==> src/rtl/sram_arbiter_pkg.sv <==
// sram_arbiter_pkg -- shared constants and types for the SRAM arbiter.
//   SRC_INST / SRC_DATA : outstanding-FIFO source tags (which master owns a response)
//   SIZE_*              : sram-like transfer size encodings
//   arb_state_e         : grant-lock state machine encoding
//   cnt_w()             : width of a counter that must hold 0..max_val
package sram_arbiter_pkg;

   localparam logic SRC_INST = 1'b0;
   localparam logic SRC_DATA = 1'b1;

   localparam logic [1:0] SIZE_BYTE = 2'd0;
   localparam logic [1:0] SIZE_HALF = 2'd1;
   localparam logic [1:0] SIZE_WORD = 2'd2;

   typedef enum logic {
      ST_ARB  = 1'b0,   // free to arbitrate this cycle
      ST_LOCK = 1'b1    // a request is on the bus waiting for m_addr_ok
   } arb_state_e;

   function automatic int cnt_w(input int max_val);
      return (max_val < 2) ? 1 : $clog2(max_val + 1);
   endfunction

endpackage

==> src/rtl/sram_arbiter_if.sv <==
// sram_arbiter_if -- bundles the two sram-like master ports and the shared
// slave port of the arbiter.
//   inst_* : instruction master (req/wr/size/addr/wdata in, addr_ok/data_ok/rdata out)
//   data_* : data master, same shape as inst_*
//   m_*    : shared slave (req/wr/size/addr/wdata out, addr_ok/data_ok/rdata in)
// Modports:
//   slave  : the arbiter itself; it is the slave of the two masters
//   master : the environment driving the masters and modelling the SRAM
interface sram_arbiter_if;

   logic        inst_req, inst_wr;
   logic [1:0]  inst_size;
   logic [31:0] inst_addr, inst_wdata;
   logic        inst_addr_ok, inst_data_ok;
   logic [31:0] inst_rdata;

   logic        data_req, data_wr;
   logic [1:0]  data_size;
   logic [31:0] data_addr, data_wdata;
   logic        data_addr_ok, data_data_ok;
   logic [31:0] data_rdata;

   logic        m_req, m_wr;
   logic [1:0]  m_size;
   logic [31:0] m_addr, m_wdata;
   logic        m_addr_ok, m_data_ok;
   logic [31:0] m_rdata;

   modport slave (
      input  inst_req, inst_wr, inst_size, inst_addr, inst_wdata,
      output inst_addr_ok, inst_data_ok, inst_rdata,
      input  data_req, data_wr, data_size, data_addr, data_wdata,
      output data_addr_ok, data_data_ok, data_rdata,
      output m_req, m_wr, m_size, m_addr, m_wdata,
      input  m_addr_ok, m_data_ok, m_rdata
   );

   modport master (
      output inst_req, inst_wr, inst_size, inst_addr, inst_wdata,
      input  inst_addr_ok, inst_data_ok, inst_rdata,
      output data_req, data_wr, data_size, data_addr, data_wdata,
      input  data_addr_ok, data_data_ok, data_rdata,
      input  m_req, m_wr, m_size, m_addr, m_wdata,
      output m_addr_ok, m_data_ok, m_rdata
   );

endinterface

==> src/rtl/sram_arbiter_src_fifo.sv <==
// arb_src_fifo -- 1-bit wide in-order FIFO remembering which master owns each
// accepted-but-not-completed transaction.
//   i_clk, i_reset : clock, synchronous active-high reset
//   i_push, i_din  : push a source tag (ignored when full unless popping too)
//   i_pop          : pop the head (ignored when empty)
//   o_dout         : current head tag
//   o_full/o_empty : status, distinguished by the extra pointer MSB
module arb_src_fifo #(
   parameter int DEPTH = 4
) (
   input  logic i_clk,
   input  logic i_reset,
   input  logic i_push,
   input  logic i_din,
   input  logic i_pop,
   output logic o_dout,
   output logic o_full,
   output logic o_empty
);

   localparam int AW = (DEPTH < 2) ? 1 : $clog2(DEPTH);

   logic [DEPTH-1:0] r_mem;
   logic [AW:0]      r_wptr, r_rptr;
   logic             w_do_push, w_do_pop;

   assign o_empty = (r_wptr == r_rptr);
   assign o_full  = (r_wptr[AW] != r_rptr[AW]) && (r_wptr[AW-1:0] == r_rptr[AW-1:0]);
   assign o_dout  = r_mem[r_rptr[AW-1:0]];

   // When full, a simultaneous pop frees the head slot, which is exactly the
   // slot the write pointer addresses, so the push may proceed.
   assign w_do_pop  = i_pop && !o_empty;
   assign w_do_push = i_push && (!o_full || w_do_pop);

   always_ff @(posedge i_clk) begin
      if (i_reset) begin
         r_wptr <= '0;
         r_rptr <= '0;
      end else begin
         if (w_do_push) begin
            r_mem[r_wptr[AW-1:0]] <= i_din;
            r_wptr                <= r_wptr + 1'b1;
         end
         if (w_do_pop) r_rptr <= r_rptr + 1'b1;
      end
   end

endmodule

==> src/rtl/sram_arbiter.sv <==
// sram_arbiter -- two sram-like masters (inst, data) sharing one sram-like slave.
//   clk, reset : clock, synchronous active-high reset
//   bus        : sram_arbiter_if.slave (both master ports and the shared slave port)
//   err_unexp  : sticky, m_data_ok seen with nothing outstanding
//   perf_*     : grant / full-stall counters, present only with ARB_PERF_CNT_EN
// Data wins ties unless inst has lost STARVE_LIMIT handshakes in a row. A request
// left on m_req without m_addr_ok locks the grant until it is accepted. Responses
// return in order and are steered by an OUTS_DEPTH-deep source-tag FIFO.
module sram_arbiter
   import sram_arbiter_pkg::*;
#(
   parameter int OUTS_DEPTH   = 4,
   parameter int STARVE_LIMIT = 3
) (
   input  logic          clk,
   input  logic          reset,
   sram_arbiter_if.slave bus,
`ifdef ARB_PERF_CNT_EN
   output logic [31:0]   perf_inst_grants,
   output logic [31:0]   perf_data_grants,
   output logic [31:0]   perf_full_stalls,
`endif
   output logic          err_unexp
);

   localparam int             LW       = cnt_w(STARVE_LIMIT);
   localparam logic [LW-1:0]  LOSS_MAX = LW'(STARVE_LIMIT);

   arb_state_e    r_state, w_state_nxt;
   logic          r_lock_src, w_lock_src_nxt;
   logic [LW-1:0] r_loss;
   logic          r_err;

   logic w_gnt, w_gnt_req, w_m_req, w_hs;
   logic w_pop_ok, w_can_push;
   logic w_fifo_head, w_fifo_full, w_fifo_empty;

   // ---------------- arbitration ----------------
   always_comb begin
      w_gnt = SRC_DATA;
      if (r_state == ST_LOCK)
         w_gnt = r_lock_src;
      else if (bus.inst_req && (!bus.data_req || (r_loss == LOSS_MAX)))
         w_gnt = SRC_INST;
   end

   assign w_gnt_req  = (w_gnt == SRC_INST) ? bus.inst_req : bus.data_req;
   assign w_pop_ok   = bus.m_data_ok && !w_fifo_empty;
   assign w_can_push = !w_fifo_full || w_pop_ok;
   assign w_m_req    = !reset && w_gnt_req && w_can_push;
   assign w_hs       = w_m_req && bus.m_addr_ok;

   // ---------------- slave request side ----------------
   assign bus.m_req   = w_m_req;
   assign bus.m_wr    = (w_gnt == SRC_INST) ? bus.inst_wr    : bus.data_wr;
   assign bus.m_size  = (w_gnt == SRC_INST) ? bus.inst_size  : bus.data_size;
   assign bus.m_addr  = (w_gnt == SRC_INST) ? bus.inst_addr  : bus.data_addr;
   assign bus.m_wdata = (w_gnt == SRC_INST) ? bus.inst_wdata : bus.data_wdata;

   assign bus.inst_addr_ok = w_hs && (w_gnt == SRC_INST);
   assign bus.data_addr_ok = w_hs && (w_gnt == SRC_DATA);

   // ---------------- response side ----------------
   assign bus.inst_data_ok = !reset && w_pop_ok && (w_fifo_head == SRC_INST);
   assign bus.data_data_ok = !reset && w_pop_ok && (w_fifo_head == SRC_DATA);
   assign bus.inst_rdata   = bus.m_rdata;
   assign bus.data_rdata   = bus.m_rdata;

   arb_src_fifo #(.DEPTH(OUTS_DEPTH)) u_src_fifo (
      .i_clk   (clk),
      .i_reset (reset),
      .i_push  (w_hs),
      .i_din   (w_gnt),
      .i_pop   (bus.m_data_ok),
      .o_dout  (w_fifo_head),
      .o_full  (w_fifo_full),
      .o_empty (w_fifo_empty)
   );

   // ---------------- grant lock FSM ----------------
   always_ff @(posedge clk) begin
      if (reset) begin
         r_state    <= ST_ARB;
         r_lock_src <= SRC_INST;
      end else begin
         r_state    <= w_state_nxt;
         r_lock_src <= w_lock_src_nxt;
      end
   end

   always_comb begin
      w_state_nxt    = r_state;
      w_lock_src_nxt = r_lock_src;
      case (r_state)
         ST_ARB: begin
            if (w_m_req && !bus.m_addr_ok) begin
               w_state_nxt    = ST_LOCK;
               w_lock_src_nxt = w_gnt;
            end
         end
         ST_LOCK: begin
            if (w_hs) w_state_nxt = ST_ARB;
         end
         default: w_state_nxt = ST_ARB;
      endcase
   end

   // ---------------- inst starvation counter ----------------
   always_ff @(posedge clk) begin
      if (reset) begin
         r_loss <= '0;
      end else if (w_hs) begin
         if (w_gnt == SRC_INST)
            r_loss <= '0;
         else if (bus.inst_req && (r_loss != LOSS_MAX))
            r_loss <= r_loss + 1'b1;
      end
   end

   // ---------------- unexpected response flag ----------------
   always_ff @(posedge clk) begin
      if (reset)
         r_err <= 1'b0;
      else if (bus.m_data_ok && w_fifo_empty)
         r_err <= 1'b1;
   end

   assign err_unexp = r_err;

`ifdef ARB_PERF_CNT_EN
   logic [31:0] r_perf_inst, r_perf_data, r_perf_stall;

   always_ff @(posedge clk) begin
      if (reset) begin
         r_perf_inst  <= '0;
         r_perf_data  <= '0;
         r_perf_stall <= '0;
      end else begin
         if (w_hs && (w_gnt == SRC_INST)) r_perf_inst  <= r_perf_inst + 32'd1;
         if (w_hs && (w_gnt == SRC_DATA)) r_perf_data  <= r_perf_data + 32'd1;
         // a pending request held off only because the FIFO is full
         if (w_gnt_req && !w_can_push)    r_perf_stall <= r_perf_stall + 32'd1;
      end
   end

   assign perf_inst_grants = r_perf_inst;
   assign perf_data_grants = r_perf_data;
   assign perf_full_stalls = r_perf_stall;
`endif

endmodule

==> src/flat_wrapper.sv <==
// flat-port wrapper written by rule: the top's interface ports become plain ports
module sram_arbiter_flat import sram_arbiter_pkg::*;
#(
   parameter int OUTS_DEPTH   = 4,
   parameter int STARVE_LIMIT = 3
)
  (clk, reset, err_unexp, bus_inst_req, bus_inst_wr, bus_inst_size, bus_inst_addr, bus_inst_wdata, bus_inst_addr_ok, bus_inst_data_ok, bus_inst_rdata, bus_data_req, bus_data_wr, bus_data_size, bus_data_addr, bus_data_wdata, bus_data_addr_ok, bus_data_data_ok, bus_data_rdata, bus_m_req, bus_m_wr, bus_m_size, bus_m_addr, bus_m_wdata, bus_m_addr_ok, bus_m_data_ok, bus_m_rdata);
  sram_arbiter_if bus_i ();
  input  logic clk;
  input  logic reset;
  output logic err_unexp;
  input wire logic [$bits(bus_i.inst_req)-1:0] bus_inst_req;
  input wire logic [$bits(bus_i.inst_wr)-1:0] bus_inst_wr;
  input wire logic [$bits(bus_i.inst_size)-1:0] bus_inst_size;
  input wire logic [$bits(bus_i.inst_addr)-1:0] bus_inst_addr;
  input wire logic [$bits(bus_i.inst_wdata)-1:0] bus_inst_wdata;
  output wire logic [$bits(bus_i.inst_addr_ok)-1:0] bus_inst_addr_ok;
  output wire logic [$bits(bus_i.inst_data_ok)-1:0] bus_inst_data_ok;
  output wire logic [$bits(bus_i.inst_rdata)-1:0] bus_inst_rdata;
  input wire logic [$bits(bus_i.data_req)-1:0] bus_data_req;
  input wire logic [$bits(bus_i.data_wr)-1:0] bus_data_wr;
  input wire logic [$bits(bus_i.data_size)-1:0] bus_data_size;
  input wire logic [$bits(bus_i.data_addr)-1:0] bus_data_addr;
  input wire logic [$bits(bus_i.data_wdata)-1:0] bus_data_wdata;
  output wire logic [$bits(bus_i.data_addr_ok)-1:0] bus_data_addr_ok;
  output wire logic [$bits(bus_i.data_data_ok)-1:0] bus_data_data_ok;
  output wire logic [$bits(bus_i.data_rdata)-1:0] bus_data_rdata;
  output wire logic [$bits(bus_i.m_req)-1:0] bus_m_req;
  output wire logic [$bits(bus_i.m_wr)-1:0] bus_m_wr;
  output wire logic [$bits(bus_i.m_size)-1:0] bus_m_size;
  output wire logic [$bits(bus_i.m_addr)-1:0] bus_m_addr;
  output wire logic [$bits(bus_i.m_wdata)-1:0] bus_m_wdata;
  input wire logic [$bits(bus_i.m_addr_ok)-1:0] bus_m_addr_ok;
  input wire logic [$bits(bus_i.m_data_ok)-1:0] bus_m_data_ok;
  input wire logic [$bits(bus_i.m_rdata)-1:0] bus_m_rdata;
  assign bus_i.inst_req = bus_inst_req;
  assign bus_i.inst_wr = bus_inst_wr;
  assign bus_i.inst_size = bus_inst_size;
  assign bus_i.inst_addr = bus_inst_addr;
  assign bus_i.inst_wdata = bus_inst_wdata;
  assign bus_inst_addr_ok = bus_i.inst_addr_ok;
  assign bus_inst_data_ok = bus_i.inst_data_ok;
  assign bus_inst_rdata = bus_i.inst_rdata;
  assign bus_i.data_req = bus_data_req;
  assign bus_i.data_wr = bus_data_wr;
  assign bus_i.data_size = bus_data_size;
  assign bus_i.data_addr = bus_data_addr;
  assign bus_i.data_wdata = bus_data_wdata;
  assign bus_data_addr_ok = bus_i.data_addr_ok;
  assign bus_data_data_ok = bus_i.data_data_ok;
  assign bus_data_rdata = bus_i.data_rdata;
  assign bus_m_req = bus_i.m_req;
  assign bus_m_wr = bus_i.m_wr;
  assign bus_m_size = bus_i.m_size;
  assign bus_m_addr = bus_i.m_addr;
  assign bus_m_wdata = bus_i.m_wdata;
  assign bus_i.m_addr_ok = bus_m_addr_ok;
  assign bus_i.m_data_ok = bus_m_data_ok;
  assign bus_i.m_rdata = bus_m_rdata;
  sram_arbiter #(.OUTS_DEPTH(OUTS_DEPTH), .STARVE_LIMIT(STARVE_LIMIT)) u_core (.clk(clk), .reset(reset), .bus(bus_i), .err_unexp(err_unexp));
endmodule
==> config.mk <==
export PLATFORM = sky130hd
export DESIGN_NAME = sram_arbiter_flat
export DESIGN_NICKNAME = d
export VERILOG_FILES = /design/src/rtl/sram_arbiter_pkg.sv /design/src/rtl/sram_arbiter_if.sv /design/src/rtl/sram_arbiter_src_fifo.sv /design/src/rtl/sram_arbiter.sv /design/src/flat_wrapper.sv
export SDC_FILE = /design/constraint.sdc
export NUM_CORES = 1
export LEC_CHECK = 0
export BUFFER_PORTS_ARGS = -buffer_cell sky130_fd_sc_hd__buf_2
export CAP_MARGIN = 20
export CORE_AREA = 2 2 121 123
export CTS_BUF_LIST = sky130_fd_sc_hd__clkbuf_2 sky130_fd_sc_hd__clkbuf_4 sky130_fd_sc_hd__clkbuf_8
export CTS_CLUSTER_DIAMETER = 120
export DETAILED_ROUTE_END_ITERATION = 6
export DIE_AREA = 0 0 123 125
export GPL_ROUTABILITY_DRIVEN = 0
export PLACE_DENSITY = 0.42
export RECOVER_POWER = 50
export SKIP_CTS_REPAIR_TIMING = 1
export SLEW_MARGIN = 10
export SYNTH_ARGS = -nofsm -noshare
export SYNTH_HDL_FRONTEND = slang
export SYNTH_SLANG_ARGS = --single-unit
==> constraint.sdc <==
create_clock -name clk -period 2.7 [get_ports clk]
set_clock_uncertainty 0.15 [all_clocks]
set_input_delay 0.54 -clock clk [delete_from_list [all_inputs] [get_ports clk]]
set_output_delay 0.54 -clock clk [all_outputs]
set_load 0.02 [all_outputs]
-- Word-level counts from Yosys, hierarchy flattened
Cells that the tools add are included.
- multiply operators: 0
- add/sub/neg operators: 3
- magnitude comparators: 3
- shifts and indexed selects: 0
- divide/modulo/power cells: 0
- reductions and logical operators: 26
- equality and inequality tests: 6
- mux-type cells: 17
- bitwise gates (word level): 4
- operators with widths (operator ; number):
    $mux W32 ; 2
    $logic_and A1 B1 Y1 ; 16
    $mux W1 ; 8
    $add A3 B1 Y3 const B ; 2
    $lt A2 B3 Y1 const B ; 2
    $mux W2 ; 3
    $reduce_and A2 Y1 ; 3
    $logic_not A1 Y1 ; 5
    $bwmux W4 ; 1
    $not A1 Y1 ; 4
    $eq A3 B3 Y1 ; 1
    $add A2 B1 Y2 const B ; 1
    $bmux W1 S2 ; 1
    $demux W1 S2 ; 1
    $eq A2 B2 Y1 ; 1
    $eq A2 B2 Y1 const B ; 1
    $ge A2 B1 Y1 const B ; 1
    $logic_or A1 B1 Y1 ; 2
    $ne A2 B1 Y1 const B ; 1
    $ne A2 B2 Y1 const B ; 1
    $pmux W1 S2 ; 1
    $ne A1 B1 Y1 ; 1
- input port bits: 172
- memories kept: 0
- register bits after elaboration: 15
- memory bits (writable): 0
- output and inout bits: 137
- latch bits: 0
- ROM bits: 0
- word-level logic and storage cells: 66

-- Depth between registers and ports, before layout
- depth after elaboration: 11
- gate-level depth with buffers: 5
- mapped depth without buffers: 5

-- Cells and area by module
A second synthesis with hierarchy kept.
- cells, all modules: 237
- area, all modules: 2265.9 µm²
- modules (own cells, without submodules) (module ; times used ; cells an instance ; seq. area each (µm²) ; area an instance (µm²)):
    sram_arbiter ; 1 ; 175 ; 100.1 ; 1611.5
    arb_src_fifo ; 1 ; 62 ; 240.2 ; 654.4

-- Least setup slack after synthesis
OpenSTA, ideal clock, no wires.
- path kind: register -> output
- from: reg u_core.r_loss[0]
- to: out bus_m_wdata[18]
- cell stages (with the launch flop): 6
- setup slack: 0.364 ns
- data required time: 2.010 ns
- buffers on the path: 1
- arrival time: 1.646 ns
- cells stage by stage: dfxtp_1 ha_1 nand2b_1 a31oi_1 buf_2 mux2_2
- word-level cells in the longest chain between the ends: 6
- ends and longest elaborated chain (item ; line ; source):
    start, declared ; sram_arbiter.sv:31 ; logic [LW-1:0] r_loss;
    start signal, assigned ; sram_arbiter.sv:116 ; r_loss <= r_loss + 1'b1;
    $eq A2 B2 Y1 ; sram_arbiter.sv:43 ; else if (bus.inst_req && (!bus.data_req || (r_loss == LOSS_MAX)))
    $logic_or A1 B1 Y1 ; sram_arbiter.sv:43 ;
    $logic_and A1 B1 Y1 ; sram_arbiter.sv:43 ;
    $mux W1 ; sram_arbiter.sv:43 ;
    $mux W1 ; sram_arbiter.sv:41 ; if (r_state == ST_LOCK)
    named net u_core.u_src_fifo.i_din ; sram_arbiter_src_fifo.sv:14 ; input logic i_din,
    $mux W32 ; sram_arbiter.sv:58 ; assign bus.m_wdata = (w_gnt == SRC_INST) ? bus.inst_wdata : bus.data_wdata;
    end, declared ; flat_wrapper.sv:32 ; output wire logic [$bits(bus_i.m_wdata)-1:0] bus_m_wdata;
The timed path passes the listed nets, and every way through them passes these cells.

-- Worst setup path after layout
- from: reg u_core.r_loss[0]
- to: out bus_m_addr[12]
- word-level cells in the longest chain between the ends: 6
- ends and longest elaborated chain (item ; line ; source):
    $eq A2 B2 Y1 ; sram_arbiter.sv:43 ;
    $logic_or A1 B1 Y1 ; sram_arbiter.sv:43 ;
    $logic_and A1 B1 Y1 ; sram_arbiter.sv:43 ;
    $mux W1 ; sram_arbiter.sv:43 ;
    $mux W1 ; sram_arbiter.sv:41 ;
    $mux W32 ; sram_arbiter.sv:57 ; assign bus.m_addr = (w_gnt == SRC_INST) ? bus.inst_addr : bus.data_addr;
    end, declared ; flat_wrapper.sv:31 ; output wire logic [$bits(bus_i.m_addr)-1:0] bus_m_addr;
No other way between the ends.

==> impl_metrics.ini <==
[clock_tree]
cts_buffers = 3
clk_path_buf_depth = 2
path_clk_slew_ns = 0.07
htreeDepth = 1
clk_latency_ns = 0.25
cts.sinks = 15
cts-root-buf = clkbuf_8
cts_tree = built

[synth]
synthCells = 217
syn_avg_cell_area_sq_um = 9.733
seq_area_frac_synth = 0.1611
synth-edff-count = 4
yosys_warnings = 0
synth_nets = 395
synth-async-reset-ratio = 0
netlist_area_sq_mm = 0.002112
synth-seq-cells = 15
yosys_most_used_dff = dfxtp_1
synth_cell_types = 38

[global_route]
gr-usage-met2 = 0.1729
grt_pass1_vias = 2101
use_met3 = 0.04106
gr-max-usage-layer = met2
grt_pass1_wl_mm = 12.29
grt_usage = 0.1047
overflow = 0
antenna_found_initial = 0
grtUsageMet1 = 0.1308
grt_start_max_net_pins = 43

[placed_design]
hpwlAfterDp_mm = 7.691
io_buffers = 212
post-place-ws_ns = 0.1002

[sta]
finalSetupViolCount = 0
report.final.slew_viol_count = 0
slew_headroom = 0.6873
worst_pin_slew_ns = 0.4647
finalCriticalPeriod_ns = 2.627
hold_violations = 0
fmax_ghz = 0.3807
period_share = 0.9730
fin_ws_ns = 0.07297
rsz0062_at_grt = yes

[power]
p_comb_frac = 0.624
pwr_density_cell_mw_per_mm2 = 377.4
p_sw_frac = 0.4094
power.leakage_nw = 1.595
p_seq_frac = 0.218
vdd_drop_max_uv = 151.4
p_clk_frac = 0.158
internal_power_mw = 0.6961
power_switching_mw = 0.4825

[hold_path]
hold_path_class = reg2reg

[finish]
register_area_sq_um = 340.3
drive_above_1_share = 0.8048
fillCellCount = 1585
final_nets = 553
final_util = 0.2199
num_antenna_cells = 0
syn2layout_area_growth_pct = 47.87
multi_input_area_sq_mm = 0.001264

[worst_setup_path]
required_ns = 2.01
cp.arrival_ns = 1.94
end_kind = output pin
critical_path_class = reg2out
crit_path_start_kind = flip-flop
crit_fanout = 21

[die]
die_h_microns = 125
num_rows = 44
die_area_sq_mm = 0.01538
start_util = 0.1487
core_area_sq_mm = 0.01420
ios = 309
chipWidth_microns = 123

[route]
wl_mm = 9.010
drt-vias-per-instance = 3.806
ant_nets = 0
route.detailed.drc = 0
drt_iter0_markers = 47
drtPass1Iterations = 4
dr_total_vias = 2124
wire_per_inst_microns = 16.15

[outcome]
status = finished clean

[flow_run]
cap_violations = 0
cell families (layout without fill, tap and decap cells):
kind of cell | Yosys count | after routing | share of synthesized area
fa+ha+maj | 6 | 6 | 0.03554
xor+xnor | 6 | 6 | 0.03199
compound gates | 17 | 17 | 0.06814
buf+inv | 77 | 234 | 0.2547
simple gates | 25 | 25 | 0.06458
flops | 15 | 15 | 0.1611
mux | 71 | 71 | 0.3839
cell type report:
cell class | count | area share
well taps | 184 | 0.07372
inverters | 5 | 0.006010
repair buffers | 225 | 0.3918
flip-flops and latches | 15 | 0.1090
clock buffers | 3 | 0.01322
multi-input cells | 125 | 0.4046
clock inverters | 1 | 0.001603
synthesized netlist by cell type, types with 2 or more instances:
master     n  share of area
nor3_1     2         0.0047
buf_4     64           0.23
xor2_1     3          0.012
buf_2      7          0.017
nor2_1     6          0.011
mux2i_1    3          0.014
nand3_1    2         0.0047
xor2_2     2          0.015
dfxtp_1   11           0.10
a21oi_1    2         0.0047
o21ai_0    2         0.0047
nand2_1    3         0.0053
mux2_2    67           0.36
and3_1     5          0.015
inv_1      5         0.0089
ha_1       6          0.036
edfxtp_1   4          0.057
nor4_1     2         0.0059
o311ai_0   2         0.0083
critical path, cell delays in order, from the launching register on:
cell and delay [ns]:
dfxtp_1 0.31, ha_1 0.20, nand2b_4 0.16, a31oi_4 0.17, buf_4 0.15, buf_12 0.16
mux2_2 0.36, clkbuf_4 0.18
path summary, 6_finish.rpt:
path | from | slack, ns | cells after the start | end
hold reg to reg | u_core.err_unexp$_SDFFE_PP0P_ | 0.33 | 1 | u_core.err_unexp$_SDFFE_PP0P_
setup / recovery | u_core.r_loss[0]$_SDFFE_PP0P_ | 0.07 | 7 | bus_m_addr[12]
setup reg to reg | u_core.u_src_fifo.r_wptr[1]$_SDFFE_PP0P_ | 0.68 | 5 | u_core.r_loss[1]$_SDFFE_PP0P_
hold / removal | u_core.err_unexp$_SDFFE_PP0P_ | 0.33 | 1 | u_core.err_unexp$_SDFFE_PP0P_
routing by layer:
layer,routed length [microns],vias to the layer above
li1,-,1028
met1,3705,962
met2,4389,130
met3,875,4
met4,40,0
met5,0,-
metrics by stage:
step / area, sq um / std cells / setup TNS [ns] / hold WS [ns] / power, mW
after detailed placement: 2969 / 547 / 0 / 0.3194 / 0.9590
after global placement: 2969 / 547 / 0 / 0.3077 / 0.9562
after global routing: 3123 / 558 / -0.3164 / 0.3625 / 1.246
after CTS: 3015 / 551 / -2.113 / 0.3350 / 1.148
final: 3123 / 558 / 0 / 0.3306 / 1.179
after floorplan: 2112 / 217 / 0 / 0.3230 / 0.8044
registers in the layout, indices dropped and copies added (netlist names), named ones only:
register / count
u_core.err_unexp: 1
u_core.u_src_fifo.r_mem: 4
u_core.r_loss: 2
u_core.u_src_fifo.r_rptr: 3
u_core.r_lock_src: 1
u_core.u_src_fifo.r_wptr: 3
placed cells by master, fill, tap and decap left out, types with 2 or more instances in the layout:
cell / Yosys / layout
a21oi_1: 2 / 2
and3_1: 5 / 5
buf_12: 0 / 2
buf_2: 7 / 210
buf_4: 64 / 8
clkbuf_16: 0 / 2
clkbuf_8: 0 / 3
dfxtp_1: 11 / 11
edfxtp_1: 4 / 4
ha_1: 6 / 6
inv_1: 5 / 5
mux2_2: 67 / 63
mux2_4: 0 / 4
mux2i_1: 3 / 3
nand2_1: 3 / 3
nand3_1: 2 / 2
nor2_1: 6 / 6
nor3_1: 2 / 2
nor4_1: 2 / 2
o21ai_0: 2 / 2
o311ai_0: 2 / 2
xor2_1: 3 / 4
power by group through the flow:
| stage | Combinational, mW | Clock, mW | Sequential (mW) |
|---|---|---|---|
| 2_1_floorplan | 0.543 | 0 | 0.261 |
| 3_3_place_gp | 0.694 | 0 | 0.262 |
| 3_5_place_dp | 0.697 | 0 | 0.262 |
| 4_1_cts | 0.701 | 0.190 | 0.257 |
| 5_1_grt | 0.786 | 0.201 | 0.259 |
| 6_report | 0.736 | 0.186 | 0.257 |
No activity file was read; power rests on OpenSTA's default activity.
